[config.mk]
export PLATFORM = sky130hd
export DESIGN_NAME = spi_xfer_seq_flat
export DESIGN_NICKNAME = d
export VERILOG_FILES = /design/src/rtl/spi_xfer_seq_pkg.sv /design/src/rtl/spi_xfer_seq_if.sv /design/src/rtl/spi_byte_ram.sv /design/src/rtl/spi_xfer_seq.sv /design/src/flat_wrapper.sv
export SDC_FILE = /design/constraint.sdc
export NUM_CORES = 1
export LEC_CHECK = 0
export BUFFER_PORTS_ARGS = -buffer_cell sky130_fd_sc_hd__buf_2
export CORE_MARGIN = 4
export CORE_UTILIZATION = 40
export CTS_CLUSTER_SIZE = 25
export DETAILED_ROUTE_END_ITERATION = 7
export PLACE_DENSITY = 0.67
export REMOVE_ABC_BUFFERS = 1
export SLEW_MARGIN = 25
export SYNTH_ARGS = -nofsm -noshare
export SYNTH_HDL_FRONTEND = slang
export SYNTH_SLANG_ARGS = --single-unit
[constraint.sdc]
create_clock -name clk -period 3.7 [get_ports clk]
set_clock_uncertainty 0.1 [all_clocks]
set_input_delay 0 -clock clk [delete_from_list [all_inputs] [get_ports clk]]
set_output_delay 0 -clock clk [all_outputs]
set_load 0.02 [all_outputs]
[src/rtl/spi_xfer_seq_pkg.sv]
// rtl/spi_xfer_seq_pkg.sv - shared state encoding, timing defaults and helpers for spi_xfer_seq
package spi_pkg;

    localparam logic [2:0] ST_IDLE  = 3'd0;
    localparam logic [2:0] ST_SETUP = 3'd1;
    localparam logic [2:0] ST_ISSUE = 3'd2;
    localparam logic [2:0] ST_WAIT  = 3'd3;
    localparam logic [2:0] ST_HOLD  = 3'd4;
    localparam logic [2:0] ST_GAP   = 3'd5;

    localparam int DEF_MAX_LEN  = 16;
    localparam int DEF_CS_SETUP = 4;
    localparam int DEF_CS_HOLD  = 4;
    localparam int DEF_CS_GAP   = 4;
    localparam int DEF_TIMEOUT  = 255;

    function automatic int clamp_len(input int len, input int max_len);
        return (len > max_len) ? max_len : len;
    endfunction

    function automatic int max_of4(input int a, input int b, input int c, input int d);
        int m;
        m = a;
        if (b > m) m = b;
        if (c > m) m = c;
        if (d > m) m = d;
        return m;
    endfunction

endpackage

[src/rtl/spi_xfer_seq_if.sv]
// rtl/spi_xfer_seq_if.sv - handshake between the transfer sequencer and the SPI byte engine
interface spi_xfer_seq_if;
    logic       eng_tx_begin;
    logic [7:0] eng_tx_data;
    logic       eng_tx_end;
    logic [7:0] eng_rx_data;

    modport master (
        output eng_tx_begin,
        output eng_tx_data,
        input  eng_tx_end,
        input  eng_rx_data
    );

    modport slave (
        input  eng_tx_begin,
        input  eng_tx_data,
        output eng_tx_end,
        output eng_rx_data
    );
endinterface

[src/rtl/spi_byte_ram.sv]
// rtl/spi_byte_ram.sv - byte register array, one synchronous write port and one async read port
module spi_byte_ram #(
    parameter int DEPTH = 16,
    parameter int AW    = $clog2(DEPTH)
) (
    input  logic          clk,
    input  logic          we,
    input  logic [AW-1:0] waddr,
    input  logic [7:0]    wdata,
    input  logic [AW-1:0] raddr,
    output logic [7:0]    rdata
);
    logic [7:0] mem_q [DEPTH];

    always_ff @(posedge clk) begin
        if (we) begin
            mem_q[waddr] <= wdata;
        end
    end

    assign rdata = mem_q[raddr];
endmodule

[src/rtl/spi_xfer_seq.sv]
// rtl/spi_xfer_seq.sv - frames N-byte SPI transfers under one chip select around a byte engine
module spi_xfer_seq
    import spi_pkg::*;
#(
    parameter int MAX_LEN  = DEF_MAX_LEN,
    parameter int CS_SETUP = DEF_CS_SETUP,
    parameter int CS_HOLD  = DEF_CS_HOLD,
    parameter int CS_GAP   = DEF_CS_GAP,
    parameter int TIMEOUT  = DEF_TIMEOUT,
    localparam int AW      = $clog2(MAX_LEN)
) (
    input  logic          clk,
    input  logic          rst,
    input  logic          start,
    input  logic [AW:0]   xfer_len,
    input  logic          txb_we,
    input  logic [AW-1:0] txb_addr,
    input  logic [7:0]    txb_wdata,
    input  logic [AW-1:0] rxb_addr,
    output logic [7:0]    rxb_rdata,
    output logic          busy,
    output logic          done,
    output logic          err,
    output logic          cs_n,
    spi_xfer_seq_if.master eng
);
    localparam int CNT_MAX = max_of4(CS_SETUP, CS_HOLD, CS_GAP, TIMEOUT);
    localparam int CW      = $clog2(CNT_MAX + 1);

    logic [2:0]    state_q, state_d;
    logic [CW-1:0] cnt_q, cnt_d;
    logic [AW:0]   idx_q, idx_d;
    logic [AW:0]   len_q, len_d;
    logic          cs_n_q, cs_n_d;
    logic          busy_q, busy_d;
    logic          done_q, done_d;
    logic          err_q, err_d;
    logic          tx_begin_q, tx_begin_d;
    logic [7:0]    tx_data_q, tx_data_d;

    logic [AW:0]   len_clamped;
    logic [7:0]    tx_rdata;
    logic          tx_we;
    logic          rx_we;

    assign len_clamped = (AW+1)'(clamp_len(int'(xfer_len), MAX_LEN));
    assign tx_we       = txb_we && (state_q == ST_IDLE) && !rst;
    assign rx_we       = eng.eng_tx_end && (state_q == ST_WAIT) && !rst;

    always_comb begin
        state_d    = state_q;
        cnt_d      = cnt_q;
        idx_d      = idx_q;
        len_d      = len_q;
        cs_n_d     = cs_n_q;
        busy_d     = busy_q;
        done_d     = 1'b0;
        err_d      = err_q;
        tx_begin_d = 1'b0;
        case (state_q)
            ST_IDLE: begin
                if (start) begin
                    if (len_clamped != '0) begin
                        state_d = ST_SETUP;
                        cs_n_d  = 1'b0;
                        busy_d  = 1'b1;
                        err_d   = 1'b0;
                        len_d   = len_clamped;
                        idx_d   = '0;
                        cnt_d   = '0;
                    end else begin
                        done_d  = 1'b1;
                    end
                end
            end
            ST_SETUP: begin
                if (cnt_q == CW'(CS_SETUP - 1)) begin
                    state_d    = ST_ISSUE;
                    cnt_d      = '0;
                    tx_begin_d = 1'b1;
                end else begin
                    cnt_d = cnt_q + 1'b1;
                end
            end
            ST_ISSUE: begin
                state_d = ST_WAIT;
                cnt_d   = '0;
            end
            ST_WAIT: begin
                if (eng.eng_tx_end) begin
                    idx_d = idx_q + 1'b1;
                    cnt_d = '0;
                    if (idx_q + 1'b1 == len_q) begin
                        state_d = ST_HOLD;
                    end else begin
                        state_d    = ST_ISSUE;
                        tx_begin_d = 1'b1;
                    end
                end else if (cnt_q == CW'(TIMEOUT - 1)) begin
                    err_d   = 1'b1;
                    state_d = ST_HOLD;
                    cnt_d   = '0;
                end else begin
                    cnt_d = cnt_q + 1'b1;
                end
            end
            ST_HOLD: begin
                if (cnt_q == CW'(CS_HOLD - 1)) begin
                    cs_n_d  = 1'b1;
                    done_d  = 1'b1;
                    state_d = ST_GAP;
                    cnt_d   = '0;
                end else begin
                    cnt_d = cnt_q + 1'b1;
                end
            end
            ST_GAP: begin
                if (cnt_q == CW'(CS_GAP - 1)) begin
                    state_d = ST_IDLE;
                    busy_d  = 1'b0;
                    cnt_d   = '0;
                end else begin
                    cnt_d = cnt_q + 1'b1;
                end
            end
            default: begin
                state_d = ST_IDLE;
            end
        endcase
    end

    // The byte is fetched at the index the FSM is about to issue, so it is stable while tx_begin is high.
    always_comb begin
        tx_data_d = tx_data_q;
        if (tx_begin_d) begin
            tx_data_d = tx_rdata;
        end
    end

    always_ff @(posedge clk) begin
        if (rst) begin
            state_q    <= ST_IDLE;
            cnt_q      <= '0;
            idx_q      <= '0;
            len_q      <= '0;
            cs_n_q     <= 1'b1;
            busy_q     <= 1'b0;
            done_q     <= 1'b0;
            err_q      <= 1'b0;
            tx_begin_q <= 1'b0;
            tx_data_q  <= '0;
        end else begin
            state_q    <= state_d;
            cnt_q      <= cnt_d;
            idx_q      <= idx_d;
            len_q      <= len_d;
            cs_n_q     <= cs_n_d;
            busy_q     <= busy_d;
            done_q     <= done_d;
            err_q      <= err_d;
            tx_begin_q <= tx_begin_d;
            tx_data_q  <= tx_data_d;
        end
    end

    spi_byte_ram #(.DEPTH(MAX_LEN), .AW(AW)) u_tx_ram (
        .clk   (clk),
        .we    (tx_we),
        .waddr (txb_addr),
        .wdata (txb_wdata),
        .raddr (idx_d[AW-1:0]),
        .rdata (tx_rdata)
    );

    spi_byte_ram #(.DEPTH(MAX_LEN), .AW(AW)) u_rx_ram (
        .clk   (clk),
        .we    (rx_we),
        .waddr (idx_q[AW-1:0]),
        .wdata (eng.eng_rx_data),
        .raddr (rxb_addr),
        .rdata (rxb_rdata)
    );

    assign busy             = busy_q;
    assign done             = done_q;
    assign err              = err_q;
    assign cs_n             = cs_n_q;
    assign eng.eng_tx_begin = tx_begin_q;
    assign eng.eng_tx_data  = tx_data_q;
endmodule

[src/flat_wrapper.sv]
// flat-port wrapper written by rule: the top's interface ports become plain ports
module spi_xfer_seq_flat import spi_pkg::*;
#(
    parameter int MAX_LEN  = DEF_MAX_LEN,
    parameter int CS_SETUP = DEF_CS_SETUP,
    parameter int CS_HOLD  = DEF_CS_HOLD,
    parameter int CS_GAP   = DEF_CS_GAP,
    parameter int TIMEOUT  = DEF_TIMEOUT,
    localparam int AW      = $clog2(MAX_LEN)
)
  (clk, rst, start, xfer_len, txb_we, txb_addr, txb_wdata, rxb_addr, rxb_rdata, busy, done, err, cs_n, eng_eng_tx_begin, eng_eng_tx_data, eng_eng_tx_end, eng_eng_rx_data);
  spi_xfer_seq_if eng_i ();
  input  logic clk;
  input  logic rst;
  input  logic start;
  input  logic [AW:0] xfer_len;
  input  logic txb_we;
  input  logic [AW-1:0] txb_addr;
  input  logic [7:0] txb_wdata;
  input  logic [AW-1:0] rxb_addr;
  output logic [7:0] rxb_rdata;
  output logic busy;
  output logic done;
  output logic err;
  output logic cs_n;
  output wire logic [$bits(eng_i.eng_tx_begin)-1:0] eng_eng_tx_begin;
  output wire logic [$bits(eng_i.eng_tx_data)-1:0] eng_eng_tx_data;
  input wire logic [$bits(eng_i.eng_tx_end)-1:0] eng_eng_tx_end;
  input wire logic [$bits(eng_i.eng_rx_data)-1:0] eng_eng_rx_data;
  assign eng_eng_tx_begin = eng_i.eng_tx_begin;
  assign eng_eng_tx_data = eng_i.eng_tx_data;
  assign eng_i.eng_tx_end = eng_eng_tx_end;
  assign eng_i.eng_rx_data = eng_eng_rx_data;
  spi_xfer_seq #(.MAX_LEN(MAX_LEN), .CS_SETUP(CS_SETUP), .CS_HOLD(CS_HOLD), .CS_GAP(CS_GAP), .TIMEOUT(TIMEOUT)) u_core (.clk(clk), .rst(rst), .start(start), .xfer_len(xfer_len), .txb_we(txb_we), .txb_addr(txb_addr), .txb_wdata(txb_wdata), .rxb_addr(rxb_addr), .rxb_rdata(rxb_rdata), .busy(busy), .done(done), .err(err), .cs_n(cs_n), .eng(eng_i));
endmodule
==> impl_summary.log, run 1 <==
[metrics] outcome: finished clean
[metrics] type of the worst min-delay path: in -> reg
[metrics] diodes inserted: 0
[metrics] launch point of the critical path: u_core.state_q[0]$_SDFFE_PP0P_
[metrics] via density per instance: 5.514
[metrics] final wirelength: 26.83 mm
[metrics] final clock period utilization by the worst path: 85.93%
[metrics] quantity of gates resized following cts: 0
[metrics] full die area: 33910 µm²
[metrics] area of all placed cells without fillers: 14410 µm²
[metrics] type of the worst setup path: reg -> reg
[metrics] post-CTS setup repair buffer count: 0
[metrics] Final Worst Setup Slack: 520.6 ps
[metrics] Hold Vio Cnt, Final: 0
[metrics] I/O Buffers: 54
[metrics] f_max: 314.5 MHz
[metrics] CORE AREA: 30590 µm²
[metrics] first-iteration detailed-routing DRC count: 833
[metrics] fraction of layout cells with a size suffix above 1: 17.28%
[metrics] most frequently used flop master after synthesis: sky130_fd_sc_hd__edfxtp_1
[metrics] clock sink count: 290
[metrics] sum of internal, switching and leakage power: 6.821 mW
[metrics] worst-case clock buffer depth: 3
[metrics] count of pins over their slew limit: 0
[metrics] average size of a mapped cell: 13.91 µm²
[metrics] hold buffers post-CTS: 39
[metrics] setup repair after global routing missed its margin: false
[metrics] post-placement worst setup slack: 588.1 ps
[metrics] global placement routability congestion: 0.8148
[metrics] die boundary height: 184.1 µm
[metrics] biggest cell delay along the critical path: 560 ps
[metrics] yosys synthesis warning count: 0
[metrics] all-layer global routing usage: 15.71%
[metrics] WP buf/inv: 4
[metrics] number of placement rows: 64
[metrics] most common library cell in the layout ignoring fill and taps: sky130_fd_sc_hd__edfxtp_1
[metrics] x dimension of the die: 184.1 µm
[metrics] smallest hold slack: 292.3 ps
[metrics] category of cells accounting for the largest share of critical-path delay: buffers and inverters
[metrics] later-pin clock latency in the skew report: 540 ps
[metrics] count of fill cells added during filler insertion: 2619
[metrics] number of ports placed on the die boundary: 55
[metrics] number of distinct library cells after synthesis: 62
[metrics] LEAKAGE: 4.805 nW
[metrics] sequential element share of the synthesized area: 67.43%
[metrics] number of design rule violations left after detail routing: 0
[metrics] Tmin final: 3179 ps
[metrics] DP Wirelength: 17.50 mm
[metrics] WP data arrival: 3560 ps
[metrics] number of buffers created by CTS: 30
[metrics] synthesized instance count: 892
[metrics] worst-margin pin slew: 1023 ps
[metrics] worst vdd rail ir drop: 401.5 µV
[metrics] source of the worst hold timing path: eng_eng_rx_data[4]
[metrics] effective utilization at floorplan: 40.57%
[metrics] areal power density over the cells: 473.2 nW/µm²
[metrics] critical path startpoint category: flip-flop
[metrics] CTS tree: built
[metrics] area taken by multi-input logic gates: 3720 µm²
[metrics] Reg-to-Reg Start: u_core.state_q[0]$_SDFFE_PP0P_
[metrics] first-pass iteration count of the detailed router: 5
[metrics] DP Area: 13060 µm²
[metrics] sequential cell area in the final layout: 8368 µm²
[metrics] number of antenna violations at the first check in global routing: 0
[metrics] async set-reset flop share out of synthesis: 0%
[metrics] worst slew margin relative to its limit: 31.20%
[metrics] via count of the first global-routing pass: 7493
[metrics] Crit Path Max Fanout: 15
[metrics] library cell contributing the largest single delay on the critical path: sky130_fd_sc_hd__dlygate4sd3_1
[metrics] Crit path required time: 4090 ps
[metrics] final setup violating endpoints: 0
[metrics] vias after detailed routing: 7736
[metrics] Final ANT Viol Nets: 0
[metrics] grt ovf: 0
[metrics] worst-path cell chain: nor3_1, buf_4, o211a_1, buf_4, nand3b_1, dlygate4sd3_1, a21oi_1, dlygate4sd3_1
[metrics] top library cells by usage in the layout, fill and taps aside: sky130_fd_sc_hd__edfxtp_1 (256), sky130_fd_sc_hd__nor2_1 (112), sky130_fd_sc_hd__nand2_1 (83), sky130_fd_sc_hd__buf_2 (54), sky130_fd_sc_hd__nand3_1 (47)
[metrics] number of nets in the layout: 1024
[metrics] H-tree depth: 1
[metrics] Root Driver: sky130_fd_sc_hd__clkbuf_16
[metrics] first-pass GRT wire length: 42.46 mm
[metrics] Avg WL per Cell: 19.13 µm
[metrics] area of the mapped netlist: 12410 µm²
[metrics] Worst Setup End Kind: flip-flop
[metrics] CTS clk-pin slew, worst paths: 60 ps
[metrics] setup total negative slack: 0 ps
[metrics] max-cap violations: 0
[metrics] area delta synth->final: 16.13%
[metrics] post-synthesis register bit count: 290
[metrics] maximum number of pins on one net before global-route repair: 41
[metrics] number of flops mapped to enable cells by yosys: 256
[layer usage]
metal	routed length, µm	global-route usage, %
met5	0	0
met2	12940	26.03
met3	1715	2.092
met4	553	3.756
met1	11620	22.27
[sequential cells by signal, indices dropped and copies added (netlist names)]
name and count:
u_core.eng.eng_tx_data 8, u_core.idx_q 5, u_core.err 1, u_core.cnt_q 8, u_core.cs_n 1, u_core.busy 1, u_core.eng.eng_tx_begin 1, u_core.len_q 5
u_core.u_rx_ram.mem_q 128, u_core.state_q 3, u_core.u_tx_ram.mem_q 128, u_core.done 1
[where the power goes]
group / switching (mW) / total [mW] / leakage, nW / internal (mW)
clock: 1.19 / 2.92 / 0.470 / 1.72
combinational: 0.182 / 0.312 / 1.76 / 0.130
sequential: 0.0148 / 3.59 / 2.58 / 3.58
total: 1.39 / 6.82 / 4.81 / 5.43
[layout make-up]
cell class	instances	area share (%)
Sequential cell	290	58.06
Multi-Input combinational cell	537	25.81
Clock buffer	40	5.825
Timing Repair Buffer	115	5.730
Tap cell	396	3.438
Clock inverter	15	0.8768
Inverter	10	0.2604
[metrics by stage]
| step | utilization (%) | instances |
|---|---|---|
| after floorplan | - | 837 |
| after global placement | 42.68 | 1309 |
| after detailed placement | 42.68 | 1309 |
| after CTS | 47.12 | 1403 |
| after global routing | 47.12 | 1403 |
| final | 47.12 | 1403 |
[worst reg2reg max path, cell delays in order, from the launching register on]
cell and delay (ps):
sky130_fd_sc_hd__dfxtp_1 430, sky130_fd_sc_hd__nor3_1 240, sky130_fd_sc_hd__buf_4 170, sky130_fd_sc_hd__o211a_1 490, sky130_fd_sc_hd__buf_4 320, sky130_fd_sc_hd__nand3b_1 100
sky130_fd_sc_hd__dlygate4sd3_1 560, sky130_fd_sc_hd__a21oi_1 140, sky130_fd_sc_hd__dlygate4sd3_1 560
[cells in the mapped netlist (8+ instances only)]
cell type,n,area [µm²]
sky130_fd_sc_hd__a21oi_1,22,110.1
sky130_fd_sc_hd__a31oi_1,14,87.58
sky130_fd_sc_hd__buf_1,10,37.54
sky130_fd_sc_hd__buf_6,10,112.6
sky130_fd_sc_hd__clkbuf_1,26,97.59
sky130_fd_sc_hd__dfxtp_1,34,680.7
sky130_fd_sc_hd__edfxtp_1,256,7687
sky130_fd_sc_hd__inv_1,10,37.54
sky130_fd_sc_hd__mux2i_1,25,250.2
sky130_fd_sc_hd__mux4_2,40,900.9
sky130_fd_sc_hd__nand2_1,83,311.6
sky130_fd_sc_hd__nand3_1,47,235.2
sky130_fd_sc_hd__nand3b_1,8,60.06
sky130_fd_sc_hd__nand4_1,14,87.58
sky130_fd_sc_hd__nor2_1,112,420.4
sky130_fd_sc_hd__nor3_1,22,110.1
sky130_fd_sc_hd__o211ai_1,11,82.58
sky130_fd_sc_hd__o21ai_0,36,180.2
sky130_fd_sc_hd__o22ai_1,16,100.1
sky130_fd_sc_hd__xor2_1,8,70.07
[kinds of logic (layout without fill, tap and decap cells)]
group / after synthesis / in the layout / synth area share [%]
buffers and inverters: 65 / 180 / 2.722
AO/OA/AOI/OAI: 137 / 137 / 7.309
flip-flops: 290 / 290 / 67.43
XOR/XNOR: 13 / 13 / 0.9174
AND/OR/NAND/NOR: 315 / 315 / 11.65
multiplexers: 66 / 66 / 9.366
adder cells (fa/ha/maj): 6 / 6 / 0.6049
[worst paths after layout]
check | slack (ps) | endpoint | cells after the start
max | 520 | u_core.len_q[0]$_SDFFE_PP0P_ | 8
min | 290 | u_core.u_rx_ram.mem_q[14][4]$_DFFE_PP_ | 2
min reg2reg | 380 | u_core.cs_n$_SDFFE_PP1P_ | 1
max reg2reg | 520 | u_core.len_q[0]$_SDFFE_PP0P_ | 8
(Power assumes the default switching activity.)
==> run 2: changes to the inputs <==
--- a/config.mk
+++ b/config.mk
@@ -5,6 +5,7 @@
 export SDC_FILE = /design/constraint.sdc
 export NUM_CORES = 1
 export LEC_CHECK = 0
+export ABC_AREA = 1
 export BUFFER_PORTS_ARGS = -buffer_cell sky130_fd_sc_hd__buf_2
 export CORE_MARGIN = 4
 export CORE_UTILIZATION = 40
==> constraint.sdc (replaced) <==
create_clock -name clk -period 3.9 [get_ports clk]
set_clock_uncertainty 0.1 [all_clocks]
set_input_delay 0 -clock clk [delete_from_list [all_inputs] [get_ports clk]]
set_output_delay 0 -clock clk [all_outputs]
set_load 0.02 [all_outputs]
==> impl_summary.log, run 2 <==
[metrics] final setup violating endpoints: 0
[metrics] synthesized instance count: 1137
[metrics] number of buffers created by CTS: 30
[metrics] share of Yosys cell area claimed by the top area cell type: 61.33%
[metrics] worst-case clock buffer depth: 3
[metrics] quantity of gates resized following cts: 0
[metrics] H-tree depth: 1
[metrics] top library cells by usage in the layout, fill and taps aside: sky130_fd_sc_hd__edfxtp_1 (256), sky130_fd_sc_hd__nand3_1 (184), sky130_fd_sc_hd__nand2_1 (178), sky130_fd_sc_hd__inv_1 (154), sky130_fd_sc_hd__buf_2 (53)
[metrics] sequential element share of the synthesized area: 66.76%
[metrics] Hold Path Depth: 3
[metrics] Final Core Density: 47.35%
[metrics] setup repair after global routing missed its margin: false
[metrics] library cell with the highest instance count after synthesis: sky130_fd_sc_hd__edfxtp_1
[metrics] fraction of met3 tracks used by global routing: 2.042%
[metrics] maximum number of pins on one net before global-route repair: 67
[metrics] Final Worst Setup Slack: 1164 ps
[metrics] worst-case reg-to-reg path depth: 15
[metrics] via density per instance: 5.127
[metrics] Crit Path Max Fanout: 56
[metrics] number of design rule violations left after detail routing: 0
[metrics] f_max: 365.5 MHz
[metrics] hold buffers post-CTS: 38
[metrics] library cell contributing the largest single delay on the critical path: sky130_fd_sc_hd__buf_4
[metrics] number of nets in the layout: 1254
[metrics] Crit path required time: 4250 ps
[metrics] DP Wirelength: 17.56 mm
[metrics] area of the mapped netlist: 12530 µm²
[metrics] critical path startpoint category: flip-flop
[metrics] count of pins over their slew limit: 0
[metrics] outcome: finished clean
[metrics] vias after detailed routing: 8377
[metrics] die boundary height: 185.0 µm
[metrics] Crit. path cell count: 15
[metrics] WP data arrival: 3090 ps
[metrics] highest-utilization routing layer at the global route stage: met2
[metrics] async set-reset flop share out of synthesis: 0%
[metrics] average size of a mapped cell: 11.02 µm²
[metrics] worst vdd rail ir drop: 355.9 µV
[metrics] number of distinct library cells after synthesis: 35
[metrics] area delta synth->final: 16.16%
[metrics] fraction of met2 tracks used by global routing: 27.49%
[metrics] type of the worst setup path: reg -> reg
[metrics] global placement routability congestion: 0.8358
[metrics] LEAKAGE: 5.723 nW
[metrics] max-cap violations: 0
[metrics] number of placement rows: 64
[metrics] effective utilization at floorplan: 40.76%
[metrics] synth top area cells: sky130_fd_sc_hd__edfxtp_1 (61%), sky130_fd_sc_hd__nand3_1 (7.4%), sky130_fd_sc_hd__dfxtp_1 (5.4%)
[metrics] setup total negative slack: 0 ps
[metrics] CTS tree: built
[metrics] post-synthesis register bit count: 290
[metrics] Worst Setup End Kind: flip-flop
[metrics] post-CTS setup repair buffer count: 0
[metrics] clock sink count: 290
[metrics] x dimension of the die: 185.0 µm
[metrics] type of the worst min-delay path: in -> reg
[metrics] first-iteration detailed-routing DRC count: 609
[metrics] Root Driver: sky130_fd_sc_hd__clkbuf_16
[metrics] number of flops mapped to enable cells by yosys: 256
[metrics] number of ports placed on the die boundary: 55
[metrics] areal power density over the cells: 497.7 nW/µm²
[metrics] yosys synthesis warning count: 0
[metrics] diodes inserted: 0
[metrics] all-layer global routing usage: 16.52%
[metrics] first-pass GRT wire length: 44.77 mm
[metrics] fraction of layout cells with a size suffix above 1: 10.42%
[metrics] most frequently used flop master after synthesis: sky130_fd_sc_hd__edfxtp_1
[metrics] cell type contributing the most total cell area after synthesis: sky130_fd_sc_hd__edfxtp_1
[metrics] Avg WL per Cell: 17.38 µm
[metrics] Tmin final: 2736 ps
[metrics] WP buf/inv: 3
[metrics] full die area: 34230 µm²
[metrics] via count of the first global-routing pass: 8244
[metrics] final wirelength: 28.40 mm
[metrics] fin cells: 1634
[metrics] post-placement worst setup slack: 1188 ps
[metrics] worst-margin pin slew: 949.2 ps
[metrics] first-pass iteration count of the detailed router: 5
[metrics] CTS clk-pin slew, worst paths: 60 ps
[metrics] I/O Buffers: 54
[metrics] number of antenna violations at the first check in global routing: 1
[metrics] Hold Vio Cnt, Final: 0
[metrics] Cells after DPL: 1540
[metrics] top cells by count, synth: sky130_fd_sc_hd__edfxtp_1 (256), sky130_fd_sc_hd__nand3_1 (185), sky130_fd_sc_hd__nand2_1 (179), sky130_fd_sc_hd__inv_1 (155), sky130_fd_sc_hd__nor2_1 (52)
[metrics] final clock period utilization by the worst path: 70.16%
[metrics] category of cells accounting for the largest share of critical-path delay: simple AND/OR/NAND/NOR gates
[metrics] worst slew margin relative to its limit: 36.33%
[metrics] biggest cell delay along the critical path: 560 ps
[metrics] Final ANT Viol Nets: 0
[metrics] worst-path cell chain: nor2_2, nand2_2, nand2_1, nand2_1, inv_2, nand3_2, nand2_2, buf_4, nand2_1, nand3_1, nand3_1, nand3_1, nand3_1, nand2_1, inv_1
[metrics] Regs by FF count: u_core.u_rx_ram.mem_q: 128 flops, u_core.u_tx_ram.mem_q: 128 flops
[metrics] CORE AREA: 30750 µm²
[metrics] later-pin clock latency in the skew report: 550 ps
[metrics] grt ovf: 0
[metrics] most common library cell in the layout ignoring fill and taps: sky130_fd_sc_hd__edfxtp_1
[metrics] met1 track demand over resource in global routing: 23.03%
run 2: cell types whose count changed after synthesis, sizes merged, moves of 7 or more:
cell | before | now
a21oi | 23 | 44
a31oi | 14 | 2
inv | 10 | 161
mux2i | 25 | 32
mux4 | 40 | 0
nand2 | 84 | 184
nand3 | 47 | 185
nand3b | 8 | 17
nand4 | 14 | 2
nor2 | 112 | 54
nor3 | 23 | 3
o211ai | 12 | 33
o21ai | 40 | 48
o22ai | 16 | 2
run 2: metal layers:
| metal | part of all wire (%) | wire, µm |
|---|---|---|
| met5 | 0.046 | 13 |
| met4 | 2.6 | 731 |
| met3 | 5.2 | 1484 |
| met2 | 48 | 13650 |
| met1 | 44 | 12520 |
run 2: cell families after synthesis:
group	share of synthesized area, %
mux	2.555
compound gates	6.329
fa+ha+maj	0.5989
buf+inv	6.967
simple gates	16.09
xor+xnor	0.6987
flops	66.76
run 2: worst paths after layout:
check / startpoint / end / slack [ps]
worst max-delay path: u_core.state_q[0]$_SDFFE_PP0P_ / u_core.eng.eng_tx_data[7]$_SDFFE_PP0P_ / 1160
worst min-delay path: txb_addr[1] / u_core.u_tx_ram.mem_q[11][0]$_DFFE_PP_ / 90
worst max register to register: u_core.state_q[0]$_SDFFE_PP0P_ / u_core.eng.eng_tx_data[7]$_SDFFE_PP0P_ / 1160
worst min register to register: u_core.err$_SDFFE_PP0P_ / u_core.err$_SDFFE_PP0P_ / 380
run 2: worst min-delay path: stages:
cell	delay [ps]
sky130_fd_sc_hd__buf_2	120
sky130_fd_sc_hd__nand2_1	200
sky130_fd_sc_hd__nor2_1	210
run 2: area by class of cell:
class	instances	area, µm²
Fill cell	2753	16190
Sequential cell	290	8368
Multi-Input combinational cell	630	3312
Clock buffer	37	818.3
Timing Repair Buffer	99	705.7
Inverter	163	611.8
Tap cell	396	495.5
Clock inverter	19	249.0
run 2: per-stage QoR:
stage	hold slack, ps	total power [mW]	instance area, µm²
global route	125.0	7.517	14560
CTS	59.28	7.301	14560
detailed placement	191.5	4.237	13110
floorplan	-30.93	3.975	12270
finish	94.34	7.247	14560
global placement	188.4	4.218	13110
run 2: power by group:
part | internal, mW | switching [mW]
combinational | 0.233 | 0.492
clock | 1.88 | 1.15
sequential | 3.44 | 0.0461
total | 5.55 | 1.69
